`src/rtl/gf2m_pkg.sv`:
```
// Shared constants and FSM encoding for the GF(2^163) digit-serial multiplier driver.
package gf2m_pkg;
  localparam int unsigned DATA_WIDTH     = 163;
  localparam int unsigned DIGITAL        = 8;
  localparam int unsigned ITN            = (DATA_WIDTH + DIGITAL - 1) / DIGITAL;
  localparam int unsigned DATA_WIDTH_BIN = ITN * DIGITAL;
  localparam int unsigned TIMEOUT        = 4;

  // x^7 + x^6 + x^3 + 1; the x^163 term is implicit in the core.
  localparam logic [DATA_WIDTH-1:0] G163 = 163'hC9;

  typedef enum logic [2:0] {
    ST_IDLE,
    ST_START,
    ST_FEED,
    ST_WAIT,
    ST_HOLD
  } state_e;
endpackage

```
`src/rtl/gf2m_digit_shifter.sv`:
```
// Padded multiplier shift register: presents b MSB-digit-first and flags the last digit.
module gf2m_digit_shifter
  import gf2m_pkg::*;
#(
  parameter int unsigned DATA_WIDTH     = gf2m_pkg::DATA_WIDTH,
  parameter int unsigned DIGITAL        = gf2m_pkg::DIGITAL,
  parameter int unsigned ITN            = gf2m_pkg::ITN,
  parameter int unsigned DATA_WIDTH_BIN = gf2m_pkg::DATA_WIDTH_BIN
) (
  input  logic                  clk,
  input  logic                  rst,
  input  logic                  load_i,
  input  logic [DATA_WIDTH-1:0] b_i,
  input  logic                  shift_i,
  output logic [DIGITAL-1:0]    digit_o,
  output logic                  last_o
);
  localparam int unsigned CW = $clog2(ITN + 1);

  logic [DATA_WIDTH_BIN-1:0] b_shift_q, b_shift_d;
  logic [CW-1:0]             cnt_q, cnt_d;

  always_comb begin
    b_shift_d = b_shift_q;
    cnt_d     = cnt_q;
    if (load_i) begin
      b_shift_d = {{(DATA_WIDTH_BIN - DATA_WIDTH){1'b0}}, b_i};
      cnt_d     = '0;
    end else if (shift_i) begin
      b_shift_d = b_shift_q << DIGITAL;
      cnt_d     = cnt_q + 1'b1;
    end
  end

  always_ff @(posedge clk or posedge rst) begin
    if (rst) begin
      b_shift_q <= '0;
      cnt_q     <= '0;
    end else begin
      b_shift_q <= b_shift_d;
      cnt_q     <= cnt_d;
    end
  end

  assign digit_o = b_shift_q[DATA_WIDTH_BIN-1 -: DIGITAL];
  assign last_o  = (cnt_q == CW'(ITN - 1));
endmodule

```
`src/rtl/gf2m_digit_driver.sv`:
```
// Initiator-side sequencer for the gf2m digit-serial core: operand handshake,
// start pulse, digit streaming, done capture with timeout, result handshake.
module gf2m_digit_driver
  import gf2m_pkg::*;
#(
  parameter int unsigned DATA_WIDTH     = gf2m_pkg::DATA_WIDTH,
  parameter int unsigned DIGITAL        = gf2m_pkg::DIGITAL,
  parameter int unsigned ITN            = gf2m_pkg::ITN,
  parameter int unsigned DATA_WIDTH_BIN = gf2m_pkg::DATA_WIDTH_BIN,
  parameter int unsigned TIMEOUT        = gf2m_pkg::TIMEOUT
) (
  input  logic                  clk,
  input  logic                  rst,
  input  logic                  in_valid,
  output logic                  in_ready,
  input  logic [DATA_WIDTH-1:0] in_a,
  input  logic [DATA_WIDTH-1:0] in_g,
  input  logic [DATA_WIDTH-1:0] in_b,
  output logic                  core_start,
  output logic [DATA_WIDTH-1:0] core_a,
  output logic [DATA_WIDTH-1:0] core_g,
  output logic [DIGITAL-1:0]    core_b,
  input  logic [DATA_WIDTH-1:0] core_t_i_j,
  input  logic                  core_done,
  output logic                  out_valid,
  input  logic                  out_ready,
  output logic [DATA_WIDTH-1:0] out_t,
  output logic                  out_err,
  output logic                  busy
);
  localparam int unsigned TW = $clog2(TIMEOUT + 1);

  state_e                state_q, state_d;
  logic [DATA_WIDTH-1:0] a_q, a_d;
  logic [DATA_WIDTH-1:0] g_q, g_d;
  logic [DATA_WIDTH-1:0] t_q, t_d;
  logic                  err_q, err_d;
  logic [TW-1:0]         to_q, to_d;
  logic                  sh_load, sh_shift, sh_last;
  logic [DIGITAL-1:0]    sh_digit;

  gf2m_digit_shifter #(
    .DATA_WIDTH    (DATA_WIDTH),
    .DIGITAL       (DIGITAL),
    .ITN           (ITN),
    .DATA_WIDTH_BIN(DATA_WIDTH_BIN)
  ) u_shifter (
    .clk    (clk),
    .rst    (rst),
    .load_i (sh_load),
    .b_i    (in_b),
    .shift_i(sh_shift),
    .digit_o(sh_digit),
    .last_o (sh_last)
  );

  always_comb begin
    state_d  = state_q;
    a_d      = a_q;
    g_d      = g_q;
    t_d      = t_q;
    err_d    = err_q;
    to_d     = to_q;
    sh_load  = 1'b0;
    sh_shift = 1'b0;
    unique case (state_q)
      ST_IDLE: begin
        if (in_valid) begin
          a_d     = in_a;
          g_d     = in_g;
          sh_load = 1'b1;
          state_d = ST_START;
        end
      end
      ST_START: state_d = ST_FEED;
      ST_FEED: begin
        sh_shift = 1'b1;
        if (sh_last) begin
          to_d    = '0;
          state_d = ST_WAIT;
        end
      end
      ST_WAIT: begin
        if (core_done) begin
          t_d     = core_t_i_j;
          err_d   = 1'b0;
          state_d = ST_HOLD;
        end else if (to_q == TW'(TIMEOUT - 1)) begin
          // TIMEOUT cycles spent in WAIT without done: report error with a zero product.
          t_d     = '0;
          err_d   = 1'b1;
          state_d = ST_HOLD;
        end else begin
          to_d = to_q + 1'b1;
        end
      end
      ST_HOLD: begin
        if (out_ready) state_d = ST_IDLE;
      end
      default: state_d = ST_IDLE;
    endcase
  end

  always_ff @(posedge clk or posedge rst) begin
    if (rst) begin
      state_q <= ST_IDLE;
      a_q     <= '0;
      g_q     <= '0;
      t_q     <= '0;
      err_q   <= 1'b0;
      to_q    <= '0;
    end else begin
      state_q <= state_d;
      a_q     <= a_d;
      g_q     <= g_d;
      t_q     <= t_d;
      err_q   <= err_d;
      to_q    <= to_d;
    end
  end

  assign in_ready   = (state_q == ST_IDLE);
  assign busy       = (state_q != ST_IDLE);
  assign core_start = (state_q == ST_START);
  assign core_b     = (state_q == ST_FEED) ? sh_digit : '0;
  assign core_a     = a_q;
  assign core_g     = g_q;
  assign out_valid  = (state_q == ST_HOLD);
  assign out_t      = t_q;
  assign out_err    = err_q;
endmodule

```
`config.mk`:
```
export PLATFORM = sky130hd
export DESIGN_NAME = gf2m_digit_driver
export DESIGN_NICKNAME = d
export VERILOG_FILES = /design/src/rtl/gf2m_pkg.sv /design/src/rtl/gf2m_digit_shifter.sv /design/src/rtl/gf2m_digit_driver.sv
export SDC_FILE = /design/constraint.sdc
export NUM_CORES = 2
export LEC_CHECK = 0
export ABC_AREA = 1
export CAP_MARGIN = 20
export CELL_PAD_IN_SITES_DETAIL_PLACEMENT = 1
export CELL_PAD_IN_SITES_GLOBAL_PLACEMENT = 2
export CORE_AREA = 3 3 452 454
export CTS_BUF_LIST = sky130_fd_sc_hd__clkbuf_16
export DETAILED_ROUTE_END_ITERATION = 8
export DIE_AREA = 0 0 455 457
export PLACE_DENSITY_LB_ADDON = 0.1
export SLEW_MARGIN = 20
export SYNTH_ARGS = -nofsm -noshare
export SYNTH_HDL_FRONTEND = slang
export SYNTH_SLANG_ARGS = --single-unit
export TNS_END_PERCENT = 30
```
`constraint.sdc`:
```
create_clock -name clk -period 24.2 [get_ports clk]
set_input_delay 4.84 -clock clk [delete_from_list [all_inputs] [get_ports clk]]
set_output_delay 4.84 -clock clk [all_outputs]
set_load 0.01 [all_outputs]
```
Word level (Yosys, flattened, before mapping). Index checks and enable logic that the tools add are counted.

Flip-flop bits (word level): 669. Latch bits: 0. RAM bits: 0. ROM bits: 0. Word-level logic and storage cells: 53. Memories: 0.

$add $sub $neg: 2. Multipliers: 0. Div/mod/pow operators: 0. $lt $le $gt $ge: 0. Eq/ne operators: 12. Shifts and indexed selects: 0. Mux-type cells: 22. Bitwise logic cells: 0. Reduce and logical (&&, ||, !) cells: 9.

Operators by type and width (count): $mux W168 (2); $mux W163 (2); $mux W3 (8); $pmux W3 S5 (1); $mux W5 (2); $eq A3 B2 Y1 const B (3); $mux W8 (1); $ne A2 B2 Y1 const B (4); $reduce_and A4 Y1 (2); $pmux W3 S2 (1); $reduce_bool A2 Y1 (3); $add A5 B1 Y5 const B (1); $eq A5 B5 Y1 const B (1); $mux W1 (5); $reduce_and A2 Y1 (2); $add A3 B1 Y3 const B (1); $eq A3 B1 Y1 const B (1); $eq A3 B3 Y1 const B (1); $logic_not A3 Y1 (1); $ne A3 B3 Y1 const B (1); $reduce_bool A3 Y1 (1); $ne A2 B1 Y1 const B (1).

Longest topological paths before layout.
Depth after elaboration: 4. Depth in mapped cells: 8.

Cells and area by module. Synthesis repeated with hierarchy kept, for this count alone.

Cell total of the unflattened synthesis: 2951. Area, all modules: 26512.9 um^2.

By module, submodules not included: gf2m_digit_driver (instances 1, cells each 2162, area each 19123.3 um^2, sequential area each 12411.9 um^2); gf2m_digit_shifter (instances 1, cells each 789, area each 7389.6 um^2, sequential area each 4329.2 um^2).

Least setup slack after synthesis. Ideal clock, no wire load.

Path type: register -> output. Start point: register state_q[0]. End point: output port core_b[0]. Arrival time: 1224 ps. Setup slack: 18136 ps. Stages on the path, launching flop included: 6. Buffers on the path: 2. Cell sequence: dfrtp_1 nor2_4 nand2_2 clkbuf_1 buf_2 nor2_1.

Longest elaborated chain between the ends: 2.

Ends and longest elaborated chain: start, declared (RTL line gf2m_digit_driver.sv:33) `state_e state_q, state_d;`; start signal, assigned (RTL line gf2m_digit_driver.sv:113) `state_q <= state_d;`; $eq A3 B2 Y1 (RTL line gf2m_digit_driver.sv:125) `assign core_b = (state_q == ST_FEED) ? sh_digit : '0;`; $mux W8 (RTL line gf2m_digit_driver.sv:125); end, declared (RTL line gf2m_digit_driver.sv:22) `output logic [DIGITAL-1:0] core_b,`.

Every way passes these cells.

==> metrics.yaml <==
wl_per_cell_um: 23.20
crit_path_start_kind: "input pin"
synth_area_mm2: 0.02622
fmax_mhz: 120.4
drtIter0Drc: 1147
fp.coreArea_mm2: 0.2001
outcome: "completed"
gr-usage-all-layers_pct: 14.89
synth_top_area_share_pct: 63.84
fp.dieH_um: 457
netlist_instances: 2967
slew_headroom_pct: 24.60
slew_violations: 0
syn-mean-instance-area_um2: 8.838
ys_warn_count: 0
path_max_fanout: 90
hold_ws_ns: 0.4690
cts.sinks: 669
grt_pass1_vias: 25858
synth-seq-cells: 669
clk_pin_slew_ns: 0.06
drv_cap: 0
cts_tree: "done"
drive_gt1_share_pct: 3.749
ant_nets: 0
worstPathRequired_ns: 24.97
place_inst: 6648
clock_skew_ns: 0.02469
final_cell_mix: "1797 x nand2_1, 1158 x clkdlybuf4s50_1, 669 x dfrtp_1"
fin_cells: 6848
drt_pass1_iterations: 4
port_buffers: 1158
grt_start_max_net_pins: 180
tightest_slew_ns: 1.131
fillers: 23173
drcViolationCount: 0
synth_nets: 3628
grt_overflow: 0
die_x_um: 455
leakage_nw: 19.79
ios: 1159
antenna_found_initial: 82
clockRootBuffer: "clkbuf_16"
setup_viol: 0
synthTopCellsByArea: "dfrtp_1 64%, nand2_1 26%, o211ai_1 4.3%"
final_common_cell: "nand2_1"
final_net_count: 4754
ir_drop_uv: 60.27
routed_wl_um: 158900
clk_latency_ns: 0.72
htreeDepth: 3
finalCritPeriodShare_pct: 34.32
cts_buffer_depth: 3
numCtsBuffers: 98
grt_pass1_wl_um: 218500
hold_class: "flop to flop"
critPathCaptureType: "async pin"
fin_crit_ns: 8.305
synth_area_leader_cell: "dfrtp_1"
via_count: 24014
synthToLayoutAreaGrowth_pct: 66.36
via_per_inst: 3.507
rows: 164
hold_violations: 0
dp.final_hpwl_um: 118000
gp_congestion: 0.7846
cp_data_arrival_time_ns: 9.07
initial_core_util_pct: 13.11
power_density_mw_per_mm2: 127.6
seq_area_frac_synth_pct: 63.84
rsz0062_at_grt: "no"
setup_tns_ns: 0
crit_type: "input pin to async pin"
yosys.cell_types.count: 25
die_area_mm2: 0.2079
post_cts_buffers: 0
cts_resized: 0
cts_hold_buf: 0
-- area by class of cell --
class,instances,area (um2),area share [%]
antenna,31,77.57,0.1778
clock buffer,98,2452,5.622
clock inverter,70,371.6,0.8518
inverter,110,431.7,0.9895
multi-input combinational,2026,8366,19.18
sequential,669,16740,38.38
tap,2656,3323,7.618
timing repair buffer,1188,11860,27.19
-- synthesized netlist by cell type --
library cell  instances
nand2_1            1797
dfrtp_1             669
o211ai_1            150
inv_1               107
buf_2                91
clkbuf_1             60
nor2_1               20
o21ai_0              20
nand3_1               8
buf_1                 6
buf_4                 5
a22o_1                4
ha_1                  4
o21ai_1               4
o22ai_1               4
inv_2                 3
nand4_1               3
nand2_2               2
nand3_2               2
nor2_4                2
nor3_1                2
a21oi_1               1
nand3b_1              1
or2_2                 1
xnor2_1               1
-- metal layers --
metal | wire length, um | global-route usage, % | share of wire [%] | vias up
met5 | 159 | 0 | 0.10 | -
met4 | 4810 | 4.965 | 3.0 | 24
met3 | 12930 | 5.698 | 8.1 | 240
met2 | 79580 | 25.76 | 50 | 761
met1 | 61370 | 16.64 | 39 | 11520
li1 | - | - | - | 11469
-- kinds of logic (layout without fill, tap and decap cells) --
| family | after synthesis | in the layout | synth area share (%) |
|---|---|---|---|
| AO/OA/AOI/OAI | 183 | 183 | 5.000 |
| XOR/XNOR | 1 | 1 | 0.03341 |
| adder cells (fa/ha/maj) | 4 | 4 | 0.1909 |
| buffers and inverters | 272 | 1466 | 4.399 |
| flip-flops | 669 | 669 | 63.84 |
| other | 0 | 31 | 0 |
| AND/OR/NAND/NOR | 1838 | 1838 | 26.53 |
-- sequential cells by signal (all words and copies together), names as in the netlist --
signal / count
u_shifter.b_shift_q: 168
core_a: 163
core_g: 163
out_t: 163
u_shifter.cnt_q: 5
state_q: 3
to_q: 3
out_err: 1
-- worst max-delay path, stage by stage --
cell	delay [ns]
clkdlybuf4s50_1	0.49
inv_8	0.47
buf_4	0.72
buf_4	0.80
buf_4	0.74
buf_4	0.68
-- metrics by stage --
step                power [mW]  instance area, um2  setup slack [ns]  util (%)
finish                   5.565               43620             15.90     21.80
CTS                      5.752               43520             15.67     21.75
global placement         4.346               40700             14.75     20.34
detailed placement       4.351               40700             14.86     20.34
floorplan                2.852               26220            0.6088         -
global route             6.011               43590             15.38     21.79
-- report_power, final --
| part | switching [mW] | total, mW | internal [mW] |
|---|---|---|---|
| registers | 0.270 | 1.89 | 1.62 |
| logic | 1.32 | 2.36 | 1.04 |
| clock network | 0.587 | 1.32 | 0.729 |
| total | 2.18 | 5.56 | 3.39 |
-- worst paths after layout --
kind,to,start,slack [ns],cells past startpoint
worst min register to register,out_t[94]$_DFFE_PP0P_,out_t[94]$_DFFE_PP0P_,0.47,2
worst max-delay path,core_a[51]$_DFFE_PP0P_,rst,15.90,6
min in group asynchronous,core_g[58]$_DFFE_PP0P_,rst,4.59,2
worst max register to register,core_a[90]$_DFFE_PP0P_,state_q[0]$_DFFE_PP0P_,20.16,8
worst min-delay path,out_t[94]$_DFFE_PP0P_,out_t[94]$_DFFE_PP0P_,0.47,2
max in group clk,core_b[3],state_q[0]$_DFFE_PP0P_,15.96,6
No activity file was read; power rests on OpenSTA's default activity.
